<file path="src/rtl/i2c_seq_pkg.sv">
// Shared constants for the I2C ROM sequencer: ROM opcodes, byte-engine command codes, FSM states.
package i2c_seq_pkg;

    localparam logic [7:0] OP_END     = 8'h00;
    localparam logic [7:0] OP_START   = 8'h01;
    localparam logic [7:0] OP_STOP    = 8'h02;
    localparam logic [7:0] OP_RD_ACK  = 8'h03;
    localparam logic [7:0] OP_RD_NACK = 8'h04;
    localparam logic [7:0] OP_WAIT    = 8'h05;
    localparam logic [7:0] OP_JUMP    = 8'h06;

    localparam logic [2:0] CMD_START   = 3'd0;
    localparam logic [2:0] CMD_STOP    = 3'd1;
    localparam logic [2:0] CMD_WRITE   = 3'd2;
    localparam logic [2:0] CMD_RD_ACK  = 3'd3;
    localparam logic [2:0] CMD_RD_NACK = 3'd4;

    typedef enum logic [3:0] {
        S_IDLE, S_FETCH, S_ROMW, S_DECODE, S_ISSUE, S_RSP, S_DELAY, S_DONE, S_ERR
    } state_t;

    // Which word the next DECODE interprets: an opcode or one of the operand words.
    typedef enum logic [1:0] {
        PH_OPC, PH_WAITN, PH_JHI, PH_JLO
    } phase_t;

endpackage

</file>
<file path="src/rtl/i2c_rom_sequencer.sv">
// Fetches 9-bit microcode words from the I2C command ROM and drives the byte engine
// through a valid/ready command port, streaming back read bytes with an index.
module i2c_rom_sequencer
    import i2c_seq_pkg::*;
#(
    parameter int AW      = 11,
    parameter int ROM_LAT = 1,
    parameter int DLY_W   = 16
) (
    input  logic          clk,
    input  logic          reset_n,
    input  logic          start,
    input  logic [AW-1:0] start_addr,
    output logic [AW-1:0] rom_ad,
    output logic          rom_ce,
    output logic          rom_oce,
    input  logic [8:0]    rom_dout,
    output logic          cmd_valid,
    input  logic          cmd_ready,
    output logic [2:0]    cmd_op,
    output logic [7:0]    cmd_data,
    input  logic          rsp_valid,
    input  logic          rsp_nack,
    input  logic [7:0]    rsp_data,
    output logic          rd_valid,
    output logic [7:0]    rd_data,
    output logic [7:0]    rd_index,
    output logic          busy,
    output logic          done,
    output logic          error
);

    localparam logic [3:0] LAT_LOAD = 4'(ROM_LAT - 1);

    state_t           state;
    phase_t           phase;
    logic [AW-1:0]    pc;
    logic [8:0]       word;
    logic [3:0]       lat_cnt;
    logic [DLY_W-1:0] dly;
    logic [2:0]       jump_hi;
    logic             aborting;

    assign rom_ad  = pc;
    assign rom_oce = 1'b1;

    always_ff @(posedge clk or negedge reset_n) begin
        if (!reset_n) begin
            state     <= S_IDLE;
            phase     <= PH_OPC;
            pc        <= '0;
            word      <= '0;
            lat_cnt   <= '0;
            dly       <= '0;
            jump_hi   <= '0;
            aborting  <= 1'b0;
            rom_ce    <= 1'b0;
            cmd_valid <= 1'b0;
            cmd_op    <= '0;
            cmd_data  <= '0;
            rd_valid  <= 1'b0;
            rd_data   <= '0;
            rd_index  <= '0;
            busy      <= 1'b0;
            done      <= 1'b0;
            error     <= 1'b0;
        end else begin
            rom_ce   <= 1'b0;
            rd_valid <= 1'b0;
            done     <= 1'b0;
            error    <= 1'b0;
            // Index advances the clock after each read pulse so the pulse carries the old value.
            if (rd_valid)
                rd_index <= rd_index + 8'd1;

            unique case (state)
                S_IDLE: begin
                    if (start) begin
                        pc       <= start_addr;
                        phase    <= PH_OPC;
                        aborting <= 1'b0;
                        busy     <= 1'b1;
                        rd_index <= '0;
                        rom_ce   <= 1'b1;
                        state    <= S_FETCH;
                    end
                end
                S_FETCH: begin
                    lat_cnt <= LAT_LOAD;
                    state   <= S_ROMW;
                end
                S_ROMW: begin
                    if (lat_cnt == 4'd0) begin
                        word  <= rom_dout;
                        state <= S_DECODE;
                    end else begin
                        lat_cnt <= lat_cnt - 4'd1;
                    end
                end
                S_DECODE: begin
                    unique case (phase)
                        PH_OPC: begin
                            if (word[8]) begin
                                cmd_valid <= 1'b1;
                                cmd_op    <= CMD_WRITE;
                                cmd_data  <= word[7:0];
                                state     <= S_ISSUE;
                            end else begin
                                unique case (word[7:0])
                                    OP_END: state <= S_DONE;
                                    OP_START, OP_STOP, OP_RD_ACK, OP_RD_NACK: begin
                                        cmd_valid <= 1'b1;
                                        cmd_data  <= 8'h00;
                                        cmd_op    <= (word[7:0] == OP_START)  ? CMD_START :
                                                     (word[7:0] == OP_STOP)   ? CMD_STOP  :
                                                     (word[7:0] == OP_RD_ACK) ? CMD_RD_ACK : CMD_RD_NACK;
                                        state     <= S_ISSUE;
                                    end
                                    OP_WAIT, OP_JUMP: begin
                                        phase  <= (word[7:0] == OP_WAIT) ? PH_WAITN : PH_JHI;
                                        pc     <= pc + AW'(1);
                                        rom_ce <= 1'b1;
                                        state  <= S_FETCH;
                                    end
                                    default: state <= S_ERR;
                                endcase
                            end
                        end
                        PH_WAITN: begin
                            phase <= PH_OPC;
                            if (word[7:0] == 8'h00) begin
                                pc     <= pc + AW'(1);
                                rom_ce <= 1'b1;
                                state  <= S_FETCH;
                            end else begin
                                dly   <= DLY_W'({word[7:0], 8'h00}) - DLY_W'(1);
                                state <= S_DELAY;
                            end
                        end
                        PH_JHI: begin
                            jump_hi <= word[2:0];
                            phase   <= PH_JLO;
                            pc      <= pc + AW'(1);
                            rom_ce  <= 1'b1;
                            state   <= S_FETCH;
                        end
                        default: begin
                            phase  <= PH_OPC;
                            pc     <= AW'({jump_hi, word[7:0]});
                            rom_ce <= 1'b1;
                            state  <= S_FETCH;
                        end
                    endcase
                end
                S_ISSUE: begin
                    if (cmd_ready) begin
                        cmd_valid <= 1'b0;
                        state     <= S_RSP;
                    end
                end
                S_RSP: begin
                    if (rsp_valid) begin
                        if (aborting) begin
                            state <= S_ERR;
                        end else if (cmd_op == CMD_WRITE && rsp_nack) begin
                            // Release the bus before reporting the failure.
                            aborting  <= 1'b1;
                            cmd_valid <= 1'b1;
                            cmd_op    <= CMD_STOP;
                            cmd_data  <= 8'h00;
                            state     <= S_ISSUE;
                        end else begin
                            if (cmd_op == CMD_RD_ACK || cmd_op == CMD_RD_NACK) begin
                                rd_valid <= 1'b1;
                                rd_data  <= rsp_data;
                            end
                            pc     <= pc + AW'(1);
                            rom_ce <= 1'b1;
                            state  <= S_FETCH;
                        end
                    end
                end
                S_DELAY: begin
                    if (dly == '0) begin
                        pc     <= pc + AW'(1);
                        rom_ce <= 1'b1;
                        state  <= S_FETCH;
                    end else begin
                        dly <= dly - DLY_W'(1);
                    end
                end
                S_DONE: begin
                    done  <= 1'b1;
                    busy  <= 1'b0;
                    state <= S_IDLE;
                end
                S_ERR: begin
                    error <= 1'b1;
                    busy  <= 1'b0;
                    state <= S_IDLE;
                end
                default: state <= S_IDLE;
            endcase
        end
    end

endmodule

</file>
<file path="config.mk">
export PLATFORM = sky130hd
export DESIGN_NAME = i2c_rom_sequencer
export DESIGN_NICKNAME = d
export VERILOG_FILES = /design/src/rtl/i2c_seq_pkg.sv /design/src/rtl/i2c_rom_sequencer.sv
export SDC_FILE = /design/constraint.sdc
export NUM_CORES = 1
export LEC_CHECK = 0
export CAP_MARGIN = 0
export CORE_MARGIN = 10
export CORE_UTILIZATION = 30
export DETAILED_ROUTE_END_ITERATION = 8
export GPL_TIMING_DRIVEN = 0
export REMOVE_ABC_BUFFERS = 1
export SYNTH_ARGS = -nofsm -noshare
export SYNTH_HDL_FRONTEND = slang
export SYNTH_SLANG_ARGS = --single-unit
</file>
<file path="constraint.sdc">
create_clock -name clk -period 6.6 [get_ports clk]
set_clock_uncertainty 0.1 [all_clocks]
set_input_delay 0.66 -clock clk [delete_from_list [all_inputs] [get_ports clk]]
set_output_delay 0.66 -clock clk [all_outputs]
set_load 0.02 [all_outputs]
</file>
### Word level (Yosys, flattened, before mapping)

Cells that the tools add are included.

| cells by class | value |
|---|---|
| eq/ne operators | 36 |
| reductions and logical operators | 30 |
| div/mod/pow operators | 0 |
| shift-type cells | 0 |
| bitwise operators | 2 |
| multiplexer cells | 86 |
| $lt $le $gt $ge | 0 |
| add/subtract/negate cells | 5 |
| multiply operators | 0 |

Operators with widths:

| kind | number |
|---|---|
| 11-bit 2-to-1 mux | 8 |
| 8-bit 2-to-1 mux | 9 |
| 16-bit 2-to-1 mux | 3 |
| 11-bit one-hot mux with 4 select lines | 1 |
| 3-bit 2-to-1 mux | 11 |
| 11-bit one-hot mux with 3 select lines | 1 |
| 4-bit 2-to-1 mux | 8 |
| 16-bit one-hot mux with 2 select lines | 1 |
| 16-bit by 1-bit subtractor with 16-bit output (second input constant) | 2 |
| 4-bit one-hot mux with 7 select lines | 1 |
| 1-bit 2-to-1 mux | 27 |
| 8-bit by 3-bit == test with 1-bit output (second input constant) | 3 |
| 2-bit inequality test (second input constant) | 12 |
| 4-bit by 3-bit == test with 1-bit output (second input constant) | 4 |
| 8-bit by 2-bit == test with 1-bit output (second input constant) | 2 |
| 16-bit logical NOT | 1 |
| 4-bit one-hot mux with 2 select lines | 2 |
| 8-bit one-hot mux with 2 select lines | 1 |
| 4-bit one-hot mux with 3 select lines | 1 |
| 2-bit nonzero test | 6 |
| 11-bit by 1-bit adder with 11-bit output (second input constant) | 1 |
| 5-bit AND reduction | 2 |
| 9-bit AND reduction | 1 |
| 8-bit by 1-bit adder with 8-bit output (second input constant) | 1 |
| other kinds (33) | 50 |

| word-level totals | value |
|---|---|
| register bits | 83 |
| ROM bits | 0 |
| bits in writable memories | 0 |
| latch bits | 0 |
| memories | 0 |

### Longest topological paths before layout

Gate-level depths: netlist of run 1.

| depth | value |
|---|---|
| word-level depth | 8 |
| gate-level depth with buffers | 8 |
| depth with buffers taken out | 8 |

### Worst setup path after synthesis of run 1

Ideal clock, no wire load.

| path | value |
|---|---|
| path kind | register to register |
| from | register word[0] |
| to | register cmd_op[1] |
| setup time | 0.096 ns |
| arrival time | 2.278 ns |
| path slack | 4.126 ns |
| stages on the path, launching flop included | 9 |
| cells stage by stage | dfrtp_1 -> inv_1 -> ha_1 -> or3_1 -> a31o_2 -> o32ai_1 -> clkbuf_1 -> nand2_1 -> o31ai_1 |

| between the ends | value |
|---|---|
| word-level cells in the longest chain between the ends | 8 |
| elaborated cells on any way between the ends | 14 |
| classes of those cells | 5 x eq/ne; 7 x mux; 2 x reduce/logical |

Ends and longest elaborated chain:

| item | RTL line | RTL |
|---|---|---|
| start, declared | i2c_rom_sequencer.sv:38 | `logic [8:0] word;` |
| start signal, assigned | i2c_rom_sequencer.sv:94 | `word <= rom_dout;` |
| 8-bit by 2-bit == test with 1-bit output | i2c_rom_sequencer.sv:109, i2c_rom_sequencer.sv:116 |  |
| 3-bit 2-to-1 mux | i2c_rom_sequencer.sv:116 | `(word[7:0] == OP_RD_ACK) ? CMD_RD_ACK : CMD_RD_NACK;` |
| 3-bit 2-to-1 mux | i2c_rom_sequencer.sv:115 | `(word[7:0] == OP_STOP) ? CMD_STOP :` |
| 3-bit 2-to-1 mux | i2c_rom_sequencer.sv:114 | `cmd_op <= (word[7:0] == OP_START) ? CMD_START :` |
| 3-bit 2-to-1 mux | i2c_rom_sequencer.sv:109 | `unique case (word[7:0])` |
| 3-bit 2-to-1 mux | i2c_rom_sequencer.sv:103 | `if (word[8]) begin` |
| 3-bit 2-to-1 mux | i2c_rom_sequencer.sv:101 | `unique case (phase)` |
| 3-bit one-hot mux with 2 select lines | i2c_rom_sequencer.sv:76 | `unique case (state)` |
| end signal, assigned | i2c_rom_sequencer.sv:114 |  |
| end, declared | i2c_rom_sequencer.sv:20 | `output logic [2:0] cmd_op,` |

Parallel ways exist; a longest one is shown, timed or not. The select of a mux whose other input is x is not followed.
A chain may end at the register's enable or synchronous reset.

### Worst setup path in the final report of run 1

| path | value |
|---|---|
| from | register state[1] |
| to | register pc[8], in the netlist rom_ad[8] |

| between the ends | value |
|---|---|
| word-level cells in the longest chain between the ends | 3 |
| elaborated cells on any way between the ends | 15 |
| classes of those cells | 11 x eq/ne; 1 x mux; 3 x reduce/logical |

Ends and longest elaborated chain:

| item | RTL line | RTL |
|---|---|---|
| start, declared | i2c_rom_sequencer.sv:35 | `state_t state;` |
| start signal, assigned | i2c_rom_sequencer.sv:49 | `state <= S_IDLE;` |
| start signal, assigned | i2c_rom_sequencer.sv:85 | `state <= S_FETCH;` |
| start signal, assigned | i2c_rom_sequencer.sv:90 | `state <= S_ROMW;` |
| 4-bit by 2-bit == test with 1-bit output (tied with other cells) | i2c_rom_sequencer.sv:76 |  |
| 3-bit inequality test (no source line) (tied with other cells) | n/a |  |
| 9-bit AND reduction (no source line) | n/a |  |
| end signal, assigned | i2c_rom_sequencer.sv:79 | `pc <= start_addr;` |
| end signal, assigned | i2c_rom_sequencer.sv:121 | `pc <= pc + AW'(1);` |
| end signal, assigned | i2c_rom_sequencer.sv:132 | `pc <= pc + AW'(1);` |
| end, declared | i2c_rom_sequencer.sv:37 | `logic [AW-1:0] pc;` |

Parallel ways exist; a longest one is shown, timed or not.

==> results of run 1 <==
final cells by class:
cell class | instances | area [um2]
Clock buffer | 11 | 252.7
Clock inverter | 5 | 27.53
Fill cell | 1553 | 9366
Inverter | 14 | 53.80
Multi-Input combinational cell | 369 | 2470
Sequential cell | 83 | 2077
Tap cell | 211 | 264.0
Timing Repair Buffer | 79 | 803.3
routing by layer:
layer / up-vias / routed length (um) / global-route usage, %
li1: 1986 / - / -
met1: 2082 / 5516 / 14.87
met2: 129 / 6808 / 20.86
met3: 22 / 618 / 2.328
met4: 0 / 323 / 5.106
met5: - / 0 / 0
cells in the mapped netlist, types with 3 or more instances:
library cell,number,area [um2]
inv_1,13,48.80
a32oi_1,5,43.79
a21oi_1,23,115.1
and4_1,5,43.79
nor3b_1,5,37.54
nor4_1,3,18.77
a31oi_1,8,50.05
o31ai_1,5,37.54
nand2_1,54,202.7
mux2_2,19,214.0
and2_1,4,25.02
nor4b_1,3,26.28
a22o_1,4,35.03
o22ai_1,6,37.54
nand3_1,13,65.06
nor3_1,16,80.08
or3_1,4,25.02
xnor2_1,4,35.03
o21ai_0,28,140.1
dfrtp_1,83,2077
o21ai_1,3,15.01
clkbuf_1,19,71.32
a22oi_1,3,22.52
o32ai_1,3,26.28
o211ai_1,4,30.03
buf_2,3,15.01
nand4_1,7,43.79
o2bb2ai_1,11,96.34
a221oi_1,11,96.34
nor2_1,39,146.4
xor2_1,13,113.9
nand2b_1,3,18.77
ha_1,9,112.6
path summary, 6_finish.rpt:
kind | end | startpoint | slack (ps)
max | rom_ad[8] | state[1] | 3320
min | rom_ce | reset_n | 190
max reg2reg | rom_ad[8] | state[1] | 3320
min reg2reg | cmd_data[4] | cmd_data[4] | 390
max in group asynchronous | rd_data[1] | reset_n | 5600
min in group clk | cmd_data[4] | cmd_data[4] | 390
kinds of logic after synthesis:
group	count (synthesis)	synth area share (%)
flops	83	44.09
simple gates	181	20.50
compound gates	140	21.04
mux	21	4.967
buf+inv	41	3.772
fa+ha+maj	9	2.390
xor+xnor	17	3.161
other cells	1	0.07960
registers in the layout, indices dropped and copies added (netlist names):
signal     count
rd_data        8
done           1
word           9
rom_ad        11
lat_cnt        4
error          1
cmd_data       8
dly           16
cmd_op         3
rd_index       8
rom_ce         1
busy           1
cmd_valid      1
phase          2
jump_hi        3
rd_valid       1
state          4
aborting       1
power by group through the flow:
stage / logic [mW] / clock network, mW / registers [mW]
3_5_place_dp: 1.25 / 0 / 1.02
2_1_floorplan: 0.715 / 0 / 1.04
3_3_place_gp: 1.22 / 0 / 1.01
4_1_cts: 1.25 / 0.485 / 1.01
5_1_grt: 1.37 / 0.509 / 1.05
6_report: 1.25 / 0.473 / 1.02
worst register-to-register path, stage by stage, from the launching register on:
cell      delay [ps]
dfrtp_1          740
and4bb_2         560
nand4_1          220
o211ai_1         860
nor2_1           350
clkinv_2         220
a32oi_1          110
placed cells by master, fill, tap and decap left out, types with 11 or more instances in the layout:
master / synthesis / routed
clkdlybuf4s50_1: 0 / 76
nand3_1: 13 / 13
o21ai_0: 28 / 28
inv_1: 13 / 13
dfrtp_1: 83 / 83
nand2_1: 54 / 54
mux2_2: 19 / 19
nor3_1: 16 / 16
o2bb2ai_1: 11 / 11
a221oi_1: 11 / 11
xor2_1: 13 / 13
a21oi_1: 23 / 23
nor2_1: 39 / 39
==> results by stage, run 1 <==
Critical path:
- The worst register-to-register path has a depth of 6.
- The type of the setup path with the least slack is reg2reg.
- In this run the worst path has a maximum fanout of 21.
- The worst setup path is captured at a flip-flop.
- Walking the worst path, the cells encountered are and4bb_2 -> nand4_1 -> o211ai_1 -> nor2_1 -> clkinv_2 -> a32oi_1.
- Data on the critical path arrives at its endpoint at 3390 ps.
- The instance count on the critical path is 6.
- Together, buffers and inverters on the worst path number 1.
- On the worst path, the slowest cell contributes a delay of 860 ps.
- Broken down by cell family, the worst path's largest delay share belongs to simple AND/OR/NAND/NOR gates.
- The required time of the critical path is 6710 ps.
- The worst setup path is launched from a flip-flop.
- The standard cell with the maximum stage delay on the critical path is o211ai_1.

Layout:
- Measured on the finished design, the core utilization comes to 38.84%.
- The non-filler instance count after layout is 772.
- The fraction of layout instances using a drive strength above 1 is 10.16%.
- The relative area change from synthesis to final layout is 26.27%.
- The layout net count is 599.
- The post-layout instance area is 5948 um2.
- The number of antenna diodes in the final layout is 0.

Pwr:
- Overall power consumption after layout is estimated at 2.740 mW.
- Summed over all nets, the switching power comes to 1.196 mW.
- The leakage power figure is 2.375 nW.
- The sequential cell fraction of total power is 37.1%.
- Internal power comes to 1.544 mW.
- The combinational group share of total power is 45.7%.
- The switching portion of total power is 43.65%.
- The portion of total power attributed to the clock network is 17.2%.
- Across the VDD grid, the largest voltage drop is 0.1666 mV.
- The power density relative to cell area is 460.6 nW/um2.

Detailed routing:
- The remaining antenna violation count after routing is 0.
- The vias per cell is 5.465.
- The total DRC errors in the routed layout is 0.
- The detailed-route via count is 4219.
- The pre-antenna-repair detailed-routing pass consisted of 5 iterations.
- The first routing iteration left 395 violations.
- After detailed routing, the total wire length is 13270 um.
- After detailed routing, the average wire length per cell comes to 17.18 um.

Clock network:
- The clock transition at the register clock pins on the worst setup and hold paths after CTS is 60 ps.
- The number of clock buffers added by TritonCTS is 9.
- After clock tree synthesis, the setup repair step added 0 buffers.
- The latest clock arrival within the worst-skew pair is 340 ps.
- The clock drives 83 sinks.
- In this run the deepest clock path goes through 2 buffers.
- The number of hold buffers added after CTS is 0.
- The maximum level of the CTS H-tree is 3.
- CTS placed an instance of clkbuf_16 at the clock tree root.
- The post-cts resize count is 0.
- TritonCTS built the clock tree.

Run:
- Across the run, the number of max-cap violations was 0.

Synth:
- A synthesized cell averages 9.555 um2.
- Counting flops with a built-in enable in the synthesized netlist gives 0.
- The number of different library cells in the post-synthesis netlist is 74.
- After synthesis, the share of flip-flops with an asynchronous set or reset is 100.0%.
- The post-synthesis sequential element count is 83.
- The Yosys step of the flow raised 0 warnings.
- The post-synthesis instance area is 4711 um2.
- The most used flip-flop cell after synthesis is dfrtp_1.
- After technology mapping, the gate count stands at 493.
- The proportion of synthesized chip area in sequential cells is 44.09%.

STA:
- The share of the cycle needed by the critical path after routing is 49.67%.
- The count of final max-slew check failures is 0.
- Hold is met by 186.5 ps.
- The final worst setup slack is 3322 ps.
- Setup repair after global routing left no endpoint under its margin.
- The final number of setup-violating endpoints is 0.
- The slew at the pin closest to its max-slew limit is 1075 ps.
- The relative slew slack is 27.34%.
- The clock period could shrink to 3278 ps.
- The maximum operating frequency is 305.0 MHz.
- The hold violation count in the final report is 0.
- The sum of negative setup slack is 0 ps.

Worst hold path:
- The class of the tightest hold or removal check is in2async.

Place:
- OpenSTA, run right after detailed placement, puts the worst setup slack at 3386 ps.
- Summing all placed instances gives a cell area of 5668 um2.
- The routability congestion estimate from global placement is 0.8518.
- The placed cell count is 756.
- In this run the tool buffered the top-level ports with 77 buffer cells.
- The detailed-placement wirelength estimate is 9756 um.

Floorplan:
- Pin placement for this block handled 79 I/O pins.
- The die width is 145.3 um.
- The initial utilization of the core area, before any placement, comes to 30.76%.
- The vertical die dimension is 145.3 um.
- The die footprint is 21120 um2.
- The area inside the core boundary is 15310 um2.
- Row generation in the floorplan step produced 45 rows.

GRT:
- The number of global-route vias before repair is 4176.
- In the global route stage, overall resource usage came out at 12.27%.
- The number of antenna violations at the first check in global routing was 0.
- The first global-routing pass estimated 21780 um of wire.
- The pin count of the biggest net entering global routing is 48.
- The total overflow left after global routing is 0.

Run status:
- The run finished with clean final reports.
No activity file was read; power rests on OpenSTA's default activity.
==> run 2, diff against run 1 <==
==> constraint.sdc (replaced) <==
create_clock -name clk -period 3.3 [get_ports clk]
set_clock_uncertainty 0.1 [all_clocks]
set_input_delay 0.33 -clock clk [delete_from_list [all_inputs] [get_ports clk]]
set_output_delay 0.33 -clock clk [all_outputs]
set_load 0.02 [all_outputs]
==> run 2 against run 1 <==
Against the previous run: critical path type unchanged; global-route usage is the same; maximum frequency rose by 4.0%; sequential power is 99% higher; largest cell class unchanged; clock-buffer cell count unchanged; first-iteration DRC count is 5.8% lower; die area is the same; routed wire length barely moved.
==> results by stage, run 2 (synthesis gave the netlist of run 1 again) <==
Detailed routing:
- The routed wire length on met2 is 6790 um (-0.26%).
- The total DRC errors in the routed layout is 0 (unchanged).
- The detailed-route wire length per cell was 17.08 um (-0.61%).
- The detailed-routed wire length on met3 is 537 um (-13%).
- The number of optimization iterations in the first detailed-route pass is 5 (unchanged).
- The post-detailed-routing wire length is 13270 um (about the same).
- In this run the top signal layer used is met4.
- The vias per cell is 5.447 (-0.34%).
- The detailed-route via count is 4232 (+0.31%).
- The remaining antenna violation count after routing is 0 (unchanged).
- The wire length the detailed router placed on met1 was 5611 um (+1.7%).
- The detailed router's first-iteration violation count is 372 (-5.8%).

Layout:
- The filler cell count in the final layout is 1551 (-0.13%).
- The fraction of layout instances using a drive strength above 1 came to 11.13% (+0.97 points).
- Relative to the synthesized area, the layout overhead comes to 27.36%.
- The core occupancy in the finished layout is 39.17% (+0.33 points).
- The number of flip-flops under the largest register name is 16 (unchanged).
- The top cell types in the final layout, fill and taps aside, are dfrtp_1, clkdlybuf4s50_1, nand2_1.
- The most frequent standard cell in the layout excluding fill and tap cells is dfrtp_1.
- The sequential cell area is 2077 um2 (unchanged).
- The count of inserted antenna diode cells is 0 (unchanged).
- Ranked by flip-flop count, first place goes to dly.
- The area of the multi-input gates is 2481 um2 (+0.46%).
- The layout net count came to 604 (+0.83%).

Critical path:
- The required time of the critical path is 3420 ps (-3290 ps).
- The category of the worst setup path capture point is a flip-flop.
- The maximum fanout along the worst path is 12 (-43%).
- The critical path startpoint category is a flip-flop.
- The type of the setup path with the least slack is reg2reg.
- The worst reg-to-reg path cell count was 6 (unchanged).
- The endpoint arrival time on the critical path is 3270 ps (-120 ps).

Floorplan:
- The die width is 145.3 um (unchanged).
- The vertical die dimension was 145.3 um (unchanged).
- The area inside the core boundary came to 15310 um2 (unchanged).
- The number of top-level pins came to 79 (unchanged).
- The die footprint was 21120 um2 (unchanged).
- The effective utilization at floorplan is 30.76% (unchanged).
- The number of rows created at floorplan came to 45 (unchanged).

Run status:
- The flow ran to the end, and the final reports show no timing, DRC or antenna violations.

Worst hold path:
- The number of instances on the worst hold path is 2.
- The class of the tightest hold or removal check is reg2reg.

Run:
- The number of max-capacitance violations reported is 0 (unchanged).

GRT:
- The wire length of the first global-routing pass came to 21790 um (about the same).
- The global-route usage over all layers is 12.27% (unchanged).
- The pin count of the biggest net entering global routing is 48 (unchanged).
- The number of antenna violations at the first check in global routing is 0 (unchanged).
- The number of global-route vias before repair came to 4179 (+0.072%).
- The total overflow reported by the global router is 0 (unchanged).

Clock network:
- The maximum count of clock buffers along a single path was 2 (unchanged).
- TritonCTS built the clock tree.
- The clock transition at the register clock pins on the worst setup and hold paths after CTS is 60 ps (about the same).
- The CTS sink count is 83 (unchanged).
- The total clock buffers created by CTS came to 9 (unchanged).
- The cell sitting at the root of the clock tree is a clkbuf_16.
- The latest clock arrival within the worst-skew pair is 340 ps (about the same).
- The maximum level of the CTS H-tree came to 3 (unchanged).

STA:
- The final worst setup slack is 146.9 ps (-3175 ps).
- The maximum operating frequency is 317.1 MHz (+4.0%).
- The relative slew slack is 32.19% (+4.9 points).
- The post-layout minimum cycle time came to 3153 ps (-125.1 ps).
- The final number of setup-violating endpoints is 0 (unchanged).
- Setup repair after global routing could not meet its margin everywhere.
- The share of the cycle needed by the critical path after routing is 95.55% (+46 points).
- The count of final max-slew check failures is 0 (unchanged).
- The sum of negative setup slack is 0 ps (unchanged).
- The slew at the pin closest to its max-slew limit is 1008 ps (-67.43 ps).
- The hold violation count in the final report is 0 (unchanged).
- The worst hold-check slack is 391.1 ps (+204.6 ps).

Pwr:
- The total power was 5.524 mW (+100%).
- The power density relative to cell area is 920.8 nW/um2 (+100%).
- The maximum ir drop on the vdd rail is 0.3351 mV (+100%).
- The leakage power figure is 2.403 nW (+1.2%).

Place:
- The worst slack after detailed placement is 85.52 ps (-3300 ps).
- The detailed-placement wirelength estimate came to 9756 um (unchanged).
- The routability congestion estimate from global placement is 0.8518 (unchanged).
- The count of input and output buffers is 77 (unchanged).
run 2: final timing paths:
check                              end        start  slack, ps
hold / removal             cmd_data[4]  cmd_data[4]        390
setup / recovery             rom_ad[8]      word[4]        150
max in group asynchronous       dly[6]      reset_n       2090
setup reg to reg             rom_ad[8]      word[4]        150
hold reg to reg            cmd_data[4]  cmd_data[4]        390
min in group asynchronous       rom_ce      reset_n        400
run 2: area by class of cell:
class | instances | area share (%)
Clock buffer | 11 | 4.213
Clock inverter | 5 | 0.4588
Inverter | 14 | 0.8968
Multi-Input combinational cell | 369 | 41.36
Sequential cell | 83 | 34.62
Tap cell | 211 | 4.400
Timing Repair Buffer | 84 | 14.06
run 2: routing by layer:
layer / up-vias / GRT usage [%]
li1: 1992 / -
met1: 2086 / 14.89
met2: 130 / 20.84
met3: 24 / 2.328
met4: 0 / 5.106
met5: - / 0
run 2: what timing repair did:
item	4_1_cts	5_1_grt
setup buffers	0	4
hold buffers	1	0
hold endpoints to repair	36	0
gates resized for setup	0	2
endpoints found under the setup margin	0	21
run 2: stage by stage:
stage | instance area (um2) | std cells
floorplan | 4587 | 466
global placement | 5622 | 754
detailed placement | 5668 | 756
CTS | 5958 | 773
global route | 6000 | 777
finish | 6000 | 777
run 2: where the power goes:
group | total (mW) | internal, mW | switching [mW]
registers | 2.03 | 1.41 | 0.619
logic | 2.54 | 1.16 | 1.38
clock network | 0.949 | 0.545 | 0.404
total | 5.52 | 3.12 | 2.40
run 2: worst max-delay path: stages (launching register included):
cell	delay [ps]
dfrtp_1	520
nor4_1	920
a31oi_1	320
a211oi_4	600
nor2_1	260
clkinv_2	190
a32oi_1	110
